<file path="src/rtl/if_fetch_stage.sv">
// if_fetch_stage: owns the PC, drives the imem handshake and loads IF/ID, absorbing
// stalls, flushes, slow memory and redirects that arrive while a fetch is outstanding.
module if_fetch_stage #(
   parameter logic [31:0] RESET_PC = 32'h0000_0000,
   parameter logic [31:0] NOP_INST = 32'h0000_0000
) (
   input  logic        clk,
   input  logic        rst,
   input  logic        stall,
   input  logic        flush,
   input  logic [1:0]  pc_src,
   input  logic [31:0] pcBr,
   input  logic [31:0] pcJ,
   output logic        imem_req,
   output logic [31:0] imem_addr,
   input  logic        imem_rdy,
   input  logic [31:0] imem_rdata,
   output logic [31:0] pc,
   output logic [31:0] if_id_inst,
   output logic [31:0] if_id_pc4,
   output logic        if_id_valid
);
   typedef enum logic {FETCH, HELD} stateT;
   stateT state, stateNext;
   logic [31:0] pcNext, instNext, pc4Next, skidInst, skidPc4, skidInstNext, skidPc4Next;
   logic [31:0] redirPc, redirPcNext, pc4, target;
   logic validNext, redirPend, redirPendNext, redirect;
   assign pc4 = pc + 32'd4;
   assign redirect = !stall && pc_src != 2'b00;
   assign target = pc_src == 2'b01 ? pcBr : pcJ;
   assign imem_addr = pc;
   assign imem_req = !rst && state == FETCH;
   always_comb begin
      stateNext = state;
      pcNext = pc;
      {instNext, pc4Next, validNext} = {if_id_inst, if_id_pc4, if_id_valid};
      {skidInstNext, skidPc4Next} = {skidInst, skidPc4};
      redirPcNext = redirPc;
      redirPendNext = redirPend;
      if (state == FETCH) begin
         if (imem_rdy) begin
            // A redirect that arrived mid-access takes effect once the stale word returns
            if (redirPend) begin
               pcNext = redirPc;
               redirPendNext = 1'b0;
               if (!stall) {instNext, pc4Next, validNext} = {NOP_INST, 32'd0, 1'b0};
            end else if (stall) begin
               {skidInstNext, skidPc4Next} = {imem_rdata, pc4};
               stateNext = HELD;
            end else if (redirect) begin
               {instNext, pc4Next, validNext} = {NOP_INST, 32'd0, 1'b0};
               pcNext = target;
            end else begin
               {instNext, pc4Next, validNext} = {imem_rdata, pc4, 1'b1};
               pcNext = pc4;
            end
         end else if (!stall) begin
            {instNext, pc4Next, validNext} = {NOP_INST, 32'd0, 1'b0};
            if (redirect) begin
               redirPcNext = target;
               redirPendNext = 1'b1;
            end
         end
      end else if (!stall) begin
         stateNext = FETCH;
         if (redirect) begin
            {instNext, pc4Next, validNext} = {NOP_INST, 32'd0, 1'b0};
            pcNext = target;
         end else begin
            {instNext, pc4Next, validNext} = {skidInst, skidPc4, 1'b1};
            pcNext = skidPc4;
         end
      end
      if (flush) {instNext, pc4Next, validNext} = {NOP_INST, 32'd0, 1'b0};
   end
   always_ff @(posedge clk) begin
      if (rst) begin
         state <= FETCH;
         pc <= RESET_PC;
         {if_id_inst, if_id_pc4, if_id_valid} <= {NOP_INST, 32'd0, 1'b0};
         {skidInst, skidPc4} <= 64'd0;
         redirPc <= 32'd0;
         redirPend <= 1'b0;
      end else begin
         state <= stateNext;
         pc <= pcNext;
         {if_id_inst, if_id_pc4, if_id_valid} <= {instNext, pc4Next, validNext};
         {skidInst, skidPc4} <= {skidInstNext, skidPc4Next};
         redirPc <= redirPcNext;
         redirPend <= redirPendNext;
      end
   end
endmodule

</file>
<file path="config.mk">
export PLATFORM = sky130hd
export DESIGN_NAME = if_fetch_stage
export DESIGN_NICKNAME = d
export VERILOG_FILES = /design/src/rtl/if_fetch_stage.sv
export SDC_FILE = /design/constraint.sdc
export NUM_CORES = 1
export LEC_CHECK = 0
export CORE_ASPECT_RATIO = 0.9
export CORE_MARGIN = 3
export CORE_UTILIZATION = 40
export CTS_BUF_LIST = sky130_fd_sc_hd__clkbuf_8
export DETAILED_ROUTE_END_ITERATION = 10
export PLACE_DENSITY = 0.75
export SETUP_SLACK_MARGIN = 0.3
export SKIP_CTS_REPAIR_TIMING = 1
export SLEW_MARGIN = 40
export SYNTH_ARGS = -nofsm -noshare
export SYNTH_HDL_FRONTEND = slang
export SYNTH_SLANG_ARGS = --single-unit
</file>
<file path="constraint.sdc">
create_clock -name clk -period 1.8 [get_ports clk]
set_input_delay 0.36 -clock clk [delete_from_list [all_inputs] [get_ports clk]]
set_output_delay 0.36 -clock clk [all_outputs]
set_load 0.005 [all_outputs]
</file>
# After elaboration in Yosys (flattened, before gate mapping)
# Index checks and enable logic that the tools add are counted.
# op_classes
n_eq_ne	4
add_sub_neg	1
mux	37
n_reduce_logical	13
bitwise	4
# ops
operator	n
$mux 32	24
$add 32x3->32 const B	1
$mux 1	13
$reduce_and 4->1	2
$reduce_and 3->1	2
$reduce_bool 2->1	3
$not 1->1	4
$ne 3x2->1 const B	1
$eq 2x1->1 const B	1
$logic_and 1x1->1	2
$logic_not 1->1	2
$ne 2x1->1 const B	1
$ne 2x2->1 const B	1
$reduce_and 2->1	1
$reduce_or 2->1	1
# word_totals
output_inout_bits	130
register_bits	195
elab_cells	68

# Logic depth before layout (Yosys ltp)
# Gate-level depths: netlist of run 1.
# depth
ltp_word	7
ltp_mapped	9
ltp_nobuf	6

# Worst setup path before layout of run 1
# No wires, ideal clock.
# synth_timing
kind	flip-flop to flip-flop
start	reg pc[9], in the netlist imem_addr[9]
end	reg if_id_pc4[23]
slack_ns	-0.032
t_arrival_ns	1.728
n_path_buf	1
setup_ns	0.103
period_less_slack_ns	1.832
stages_incl_launch_ff	7
required_ns	1.697
path_cell_list	dfxtp_1 -> nand4_4 -> nor4_4 -> buf_6 -> nand4_1 -> xor2_1 -> a2111oi_2
# synth_between
elab_chain_len	6
# synth_rtl
item	line_no	text
start, declared	18	output logic [31:0] pc,
start signal, assigned	86	pc <= pcNext;
$add 32x3->32	28	assign pc4 = pc + 32'd4;
$mux 32	50	end else if (redirect) begin
$mux 32	47	end else if (stall) begin
$mux 32	43	if (redirPend) begin
$mux 32	41	if (imem_rdy) begin
$mux 32	40	if (state == FETCH) begin
end signal, assigned	80	{if_id_inst, if_id_pc4, if_id_valid} <= {NOP_INST, 32'd0, 1'b0};
end signal, assigned	87	{if_id_inst, if_id_pc4, if_id_valid} <= {instNext, pc4Next, validNext};
end, declared	20	output logic [31:0] if_id_pc4,
# Every way passes these cells. The select of a mux whose other input is x is not followed.
# A chain may end at the register's enable or synchronous reset.

# Worst setup path after layout of run 1
# layout_timing
start	reg pc[2], in the netlist imem_addr[2]
end	reg pc[22], in the netlist imem_addr[22]
# layout_between
elab_chain_len	6
# layout_rtl
item	line_no
$add 32x3->32	28
$mux 32	50
$mux 32	47
$mux 32	43
$mux 32	41
$mux 32	40
# Every way passes these cells. The select of a mux whose other input is x is not followed.

==> results.md, run 1 <==
- Fmax: 512.0 MHz
- CP startpoint kind: flop
- WL/cell: 22.66 um
- Max VDD drop: 0.4489 mV
- Routed Antenna Nets: 0
- CP max FO: 5
- # fillers: 1650
- Drt total wl: 46.74 mm
- NumNets Final: 1820
- H-tree depth: 4
- Slew Limit Fails: 0
- Top post-synthesis cells by count: nand2_1, dfxtp_1, nor2_1
- Fin. Hold Viols: 0
- Leakage: 8.370 nW
- Failing checks: setup timing
- Slew HR: 57.14%
- Finished Cell Area: 17270 um2
- Vias per inst: 6.133
- First-pass GRT wire length: 57.31 mm
- Worst Path Required: 2.22 ns
- Drt drc: 0
- Most frequent CP cell: buf_4
- Global route total overflow: 0
- Vias in the first global route: 10260
- Root buffer cell: clkbuf_8
- Die area: 26840 um2
- Worst Setup End Kind: flop
- Vias: 12650
- Cell area after synthesis: 9965 um2
- Max_cap viols: 0
- Syn avg cell area: 7.689 um2
- # IOs: 233
- WP data arrival: 2.37 ns
- Status: finished, violations left
- Insertion delay to the later sink of the worst-skew pair: 0.49 ns
- Cells after synthesis: 1296
- Mapped Nets: 1400
- GRT Overall Usage: 26.97%
- Crit path kind: flop to flop
- Final period utilization: 108.5%
- Worst R2R Setup Slack: -0.15 ns
- 1st-iter DRT viols: 1835
- First-pass iteration count of the detailed router: 8
- DP HPWL: 27.41 mm
- CTS Buffer Depth: 2
- Slowest CP cell: dfxtp_4
- DP Area: 13900 um2
- Antenna Cells: 0
- Layout Cells excl Fill: 2063
- Total CTS buffers: 17
- Worst Skew: 0.02187 ns
- Dominant cell type by area after synthesis: dfxtp_1
- Area delta synth->final: 73.32%
- Final GP Congestion: 0.9890
- Setup violators final: 28
- Die Y: 155.7 um
- Slew @ Worst Pin: 0.6429 ns
- CTS tree: done
- Share of layout cells above drive strength 1: 38.39%
- Num rows: 54
- Final hold slack: 0.1435 ns
- Most frequent cell after synthesis: nand2_1
- Crit path largest cell delay: 0.38 ns
- CP cell instances: ha_4 -> nand4_1 -> nor4_4 -> buf_4 -> buf_6 -> nand3_2 -> xor2_1 -> buf_4 -> a211oi_2
- Synth Register Bits: 195
- Starting density of the core: 40.85%
- Register area share after synthesis: 39.18%
- Tmin final: 1.953 ns
- PortBufs: 232
- RSZ-0062 raised after global routing: true
- Worst hold path type: input port to flop
- Post-synth cell types: 76
- Die Wd: 172.4 um
- Async SR Flop Fraction: 0%
- Clock Sinks: 195
- Core area: 24390 um2
- Synth top area cells: dfxtp_1, nand2_1, nor2_1, o21ai_0, a21oi_1
- Synth Flop Type: dfxtp_1
- Antenna violations before repair: 0
- Post-synth top area share: 39.18%
- Placed Cells: 1905
- Clock slew at reported path FFs: 0.12 ns
- Yosys Warn Count: 0
- PD cells: 632.2 nW/um2
- Number of flops mapped to enable cells by yosys: 0
- Worst Setup Slack, final: -0.1530 ns
- Pin count of the biggest net entering global routing: 70
[state kept, by name, summed over array words and instances, names as in the netlist]
name,count
state,1
imem_addr,32
redirPend,1
skidInst,32
if_id_pc4,32
if_id_valid,1
if_id_inst,32
redirPc,32
skidPc4,32
[power breakdown]
part	switching, mW	internal, mW	leakage, nW	total [mW]
sequential	0.230	4.54	1.63	4.77
clock	1.78	1.13	0.186	2.91
combinational	1.66	1.57	6.55	3.23
[worst paths after layout]
check               start       endpoint  depth (start not counted)
max          imem_addr[2]  imem_addr[22]                          9
min reg2reg  skidInst[19]   skidInst[19]                          2
min                   rst    skidPc4[19]                          2
max reg2reg  imem_addr[2]  imem_addr[22]                          9
[cell type report]
type | instances | area (um2) | area share, %
sequential | 195 | 4054 | 23.47
clock buffer | 17 | 234.0 | 1.355
timing repair buffer | 543 | 5679 | 32.88
clock inverter | 13 | 145.1 | 0.8404
multi-input combinational | 945 | 6676 | 38.66
inverter | 14 | 61.31 | 0.3550
tap | 336 | 420.4 | 2.434
[logic make-up after synthesis]
kind of cell / after synthesis / synth area share, %
buffers and inverters: 157 / 7.546
muxes: 24 / 2.436
DFF: 195 / 39.18
adders and majority gates: 1 / 0.1255
and+or+nand+nor: 478 / 21.57
AOI/OAI and AO/OA: 415 / 26.86
xor gates and xnor gates: 26 / 2.285
[metrics by stage]
step	util [%]	setup slack [ns]	TNS [ns]	power [mW]
3_5_place_dp	57.01	-0.5761	-67.46	7.280
4_1_cts	58.56	-0.2749	-11.07	10.11
2_1_floorplan	-	0.006828	0	6.028
5_1_grt	70.81	-0.2264	-4.705	11.23
3_3_place_gp	57.01	-0.4789	-64.61	7.234
6_report	70.81	-0.1530	-2.229	10.92
[metal layers]
layer	vias to the layer above	track usage, %	part of all wire [%]
li1	5453	-	-
met1	5996	39.56	38
met2	982	40.19	45
met3	222	5.675	12
met5	-	0	0
met4	0	7.336	4.9
[critical path: cells and delay by family (launching register included)]
kind	cells	cell delay (ns)
simple gates	3	0.58
buf+inv	3	0.46
flops	1	0.38
compound gates	1	0.17
fa+ha+maj	1	0.15
xor+xnor	1	0.15
[layout by cell type, fill, tap and decap left out, types with 36 or more instances in the layout]
| cell | netlist | layout |
|---|---|---|
| buf_4 | 34 | 203 |
| dfxtp_1 | 195 | 121 |
| nor2_1 | 148 | 124 |
| buf_6 | 1 | 59 |
| clkdlybuf4s50_1 | 0 | 101 |
| a21oi_1 | 103 | 90 |
| dfxtp_2 | 0 | 51 |
| nand2_1 | 207 | 199 |
| a22oi_2 | 0 | 36 |
| dlymetal6s2s_1 | 0 | 105 |
| o21ai_0 | 104 | 94 |
(Power assumes the default switching activity.)
==> inputs of run 2 (changes only) <==
--- a/config.mk
+++ b/config.mk
@@ -5,12 +5,13 @@
 export SDC_FILE = /design/constraint.sdc
 export NUM_CORES = 1
 export LEC_CHECK = 0
+export ABC_AREA = 1
 export CORE_ASPECT_RATIO = 0.9
 export CORE_MARGIN = 3
-export CORE_UTILIZATION = 40
+export CORE_UTILIZATION = 45
 export CTS_BUF_LIST = sky130_fd_sc_hd__clkbuf_8
 export DETAILED_ROUTE_END_ITERATION = 10
-export PLACE_DENSITY = 0.75
+export PLACE_DENSITY = 0.81
 export SETUP_SLACK_MARGIN = 0.3
 export SKIP_CTS_REPAIR_TIMING = 1
 export SLEW_MARGIN = 40
==> run 2 against run 1 <==
  * The flow still finishes with violations (setup timing)
  * Maximum frequency up 4.8%
  * Worst setup slack better by 0.089 ns
  * First-iteration DRC count decreased by 14%
  * Combinational power down 3%
  * Power increased by 1.2%
  * Sequential power is essentially flat
  * Count of clock-buffer cells in the layout unchanged
  * Final cell count grew 7.0%
  * Via count is 1.0% higher
  * Non-clock buffer count shrank 120
  * Clock skew up 0.013 ns
  * Largest cell class unchanged
==> results.md, run 2 <==
- Status: finished, violations left (unchanged)
- Failing checks: setup timing (unchanged)
- CP startpoint kind: flop (unchanged)
- Leakage: 8.187 nW (was 8.370 nW)
- Crit path kind: flop to flop (unchanged)
- Num rows: 52 (was 54)
- Share of total power in sequential cells: 43.3% (was 43.7%)
- H-tree depth: 4 (unchanged)
- Worst flop-to-flop path endpoint: if_id_pc4[18] (was imem_addr[22])
- PortBufs: 232 (unchanged)
- Area delta synth->final: 52.02% (was 73.32%)
- Worst R2R Setup Slack: -0.06 ns (was -0.15 ns)
- Combinational share of power: 28.3% (was 29.6%)
- First-pass GRT wire length: 58.64 mm (was 57.31 mm)
- Utilization after layout: 70.60% (was 70.81%)
- WL/cell: 19.16 um (was 22.66 um)
- Layout Cells excl Fill: 2208 (was 2063)
- Power Internal: 7.145 mW (was 7.251 mW)
- Slew Limit Fails: 0 (unchanged)
- Slew @ Worst Pin: 0.6184 ns (was 0.6429 ns)
- Register area share after synthesis: 36.91% (was 39.18%)
- Setup violators final: 1 (was 28)
- Drt drc: 0 (unchanged)
- Total CTS buffers: 17 (unchanged)
- RSZ-0062 raised after global routing: true (unchanged)
- Antenna Cells: 0 (unchanged)
- Sw Pwr: 3.903 mW (was 3.667 mW)
- Max VDD drop: 0.4269 mV (was 0.4489 mV)
- DP Area: 13730 um2 (was 13900 um2)
- Starting density of the core: 46.45% (was 40.85%)
- Die Y: 151.4 um (was 155.7 um)
- 1st-iter DRT viols: 1581 (was 1835)
- Number of flops mapped to enable cells by yosys: 0 (unchanged)
- Commonest cells after routing, fill and taps aside: nand2_1, a21oi_1, inv_1, buf_4, dfxtp_1 (was buf_4, nand2_1, nor2_1, dfxtp_1, dlymetal6s2s_1)
- Final period utilization: 103.5% (was 108.5%)
- Finished Cell Area: 16080 um2 (was 17270 um2)
- CTS tree: done (unchanged)
- Die area: 25380 um2 (was 26840 um2)
- Vias per inst: 5.789 (was 6.133)
- Post-synth cell types: 39 (was 76)
- Vias: 12780 (was 12650)
- Global route total overflow: 0 (unchanged)
- Die Wd: 167.6 um (was 172.4 um)
- Commonest non-fill, non-tap cell in the layout: nand2_1 (was buf_4)
- Cells after synthesis: 1598 (was 1296)
- Critical R2R Launch: imem_addr[9] (was imem_addr[2])
- Multi-input gate area: 6243 um2 (was 6676 um2)
- NumNets Final: 2002 (was 1820)
- Max_cap viols: 0 (unchanged)
- Final GP Congestion: 0.9566 (was 0.9890)
- Pin count of the biggest net entering global routing: 53 (was 70)
- Vias in the first global route: 11400 (was 10260)
- Hold depth: 4 (was 2)
- DP HPWL: 27.41 mm (about the same)
- Synth top area cells: dfxtp_1, nand2_1, a21oi_1, o21ai_0, nand3_1 (was dfxtp_1, nand2_1, nor2_1, o21ai_0, a21oi_1)
- Share of layout cells above drive strength 1: 28.94% (was 38.39%)
- Async SR Flop Fraction: 0% (unchanged)
- Mapped Nets: 1702 (was 1400)
- Antenna violations before repair: 0 (unchanged)
- Worst hold path type: input port to flop (unchanged)
- Post-synth top area share: 36.91% (was 39.18%)
- Worst Setup End Kind: flop (unchanged)
- Core area: 22770 um2 (was 24390 um2)
- Worst Skew: 0.03514 ns (was 0.02187 ns)
- Clock slew at reported path FFs: 0.12 ns (about the same)
- GRT Overall Usage: 28.62% (was 26.97%)
- # fillers: 1734 (was 1650)
- PD cells: 687.2 nW/um2 (was 632.2 nW/um2)
- Synth Register Bits: 195 (unchanged)
- Routed Antenna Nets: 0 (unchanged)
- CP max FO: 6 (was 5)
- Most frequent cell after synthesis: nand2_1 (unchanged)
- Syn avg cell area: 6.619 um2 (was 7.689 um2)
- CTS Buffer Depth: 2 (unchanged)
- Worst hold endpoint: if_id_valid (was skidPc4[19])
- Synth Flop Type: dfxtp_1 (unchanged)
- First-pass iteration count of the detailed router: 6 (was 8)
- Worst Setup Slack, final: -0.06371 ns (was -0.1530 ns)
- Clock share of power: 28.4% (was 26.7%)
- Sequential cell area: 4059 um2 (was 4054 um2)
- Placed Cells: 2119 (was 1905)
- Sw Ratio: 35.33% (was 33.59%)
- Root buffer cell: clkbuf_8 (unchanged)
- Top post-synthesis cells by count: nand2_1, a21oi_1, dfxtp_1 (was nand2_1, dfxtp_1, nor2_1)
- Fin. Hold Viols: 0 (unchanged)
- # IOs: 233 (unchanged)
- Setup Slack @ Placement: -0.2924 ns (was -0.5761 ns)
- Drt total wl: 42.30 mm (was 46.74 mm)
- Worst Reg-to-Reg Cells: 10 (was 9)
- Insertion delay to the later sink of the worst-skew pair: 0.51 ns (was 0.49 ns)
- WP data arrival: 2.27 ns (was 2.37 ns)
- Clock Sinks: 195 (unchanged)
- Yosys Warn Count: 0 (unchanged)
- Cell area after synthesis: 10580 um2 (was 9965 um2)
- Worst Path Required: 2.21 ns (was 2.22 ns)
- Dominant cell type by area after synthesis: dfxtp_1 (unchanged)
- Post-route total power: 11.05 mW (was 10.92 mW)
- Tmin final: 1.864 ns (was 1.953 ns)
- Fmax: 536.6 MHz (was 512.0 MHz)
- Slew HR: 58.77% (was 57.14%)
- Worst hold path startpoint: stall (was rst)
run 2: logic make-up after synthesis:
| group | after synthesis | share of synthesized area [%] |
|---|---|---|
| XOR/XNOR | 10 | 0.8282 |
| buffers and inverters | 290 | 12.52 |
| adder cells (fa/ha/maj) | 1 | 0.1183 |
| flip-flops | 195 | 36.91 |
| AND/OR/NAND/NOR | 674 | 26.40 |
| AO/OA/AOI/OAI | 413 | 21.72 |
| multiplexers | 15 | 1.502 |
run 2: cell type report:
type                       count  area share [%]
multi-input combinational   1113           38.83
tap                          297           2.311
clock inverter                15           1.300
timing repair buffer         423           27.11
clock buffer                  17           1.455
sequential                   195           25.25
inverter                     148           3.751
run 2: routing by layer:
layer  part of all wire (%)  vias up  global-route usage (%)
met3                    9.0      191                   5.898
li1                       -     5809                       -
met5                      0        -                       0
met2                     47      776                   47.63
met1                     39     6007                   36.83
met4                    5.4        0                   11.00
run 2: power groups by stage:
stage               Clock (mW)  Sequential [mW]  Combinational (mW)
CTS                       3.13             4.75                2.65
finish                    3.14             4.79                3.12
floorplan                    0             4.84                1.34
global route              3.31             4.81                3.34
global placement             0             4.84                2.58
detailed placement           0             4.85                2.63
run 2: critical path, stage by stage (launching register included):
cell and delay [ns]:
dfxtp_2 0.39, buf_4 0.12, nand2_1 0.14, nor2_2 0.17, nand2_4 0.13, buf_4 0.17, o21ai_4 0.16, nand3_4 0.14
o21ai_2 0.15, nand2_1 0.07, a21oi_1 0.12
run 2: per-stage QoR:
step	hold slack, ns	setup TNS, ns
6_report	0.2846	-0.06371
2_1_floorplan	0.4297	0
3_5_place_dp	0.4457	-31.22
3_3_place_gp	0.4395	-27.01
5_1_grt	0.3223	-0.6116
4_1_cts	0.2822	-7.346
run 2: how the worst max path moves through the flow:
stage / to / start / depth (start not counted)
after floorplan: imem_addr[4] / pc_src[0] / 8
after CTS: imem_addr[12] / imem_addr[12] / 2
after global placement: imem_addr[14] / pc_src[0] / 11
after detailed placement: imem_addr[14] / pc_src[0] / 11
final: if_id_pc4[18] / imem_addr[9] / 10
after global routing: if_id_pc4[18] / imem_addr[9] / 10
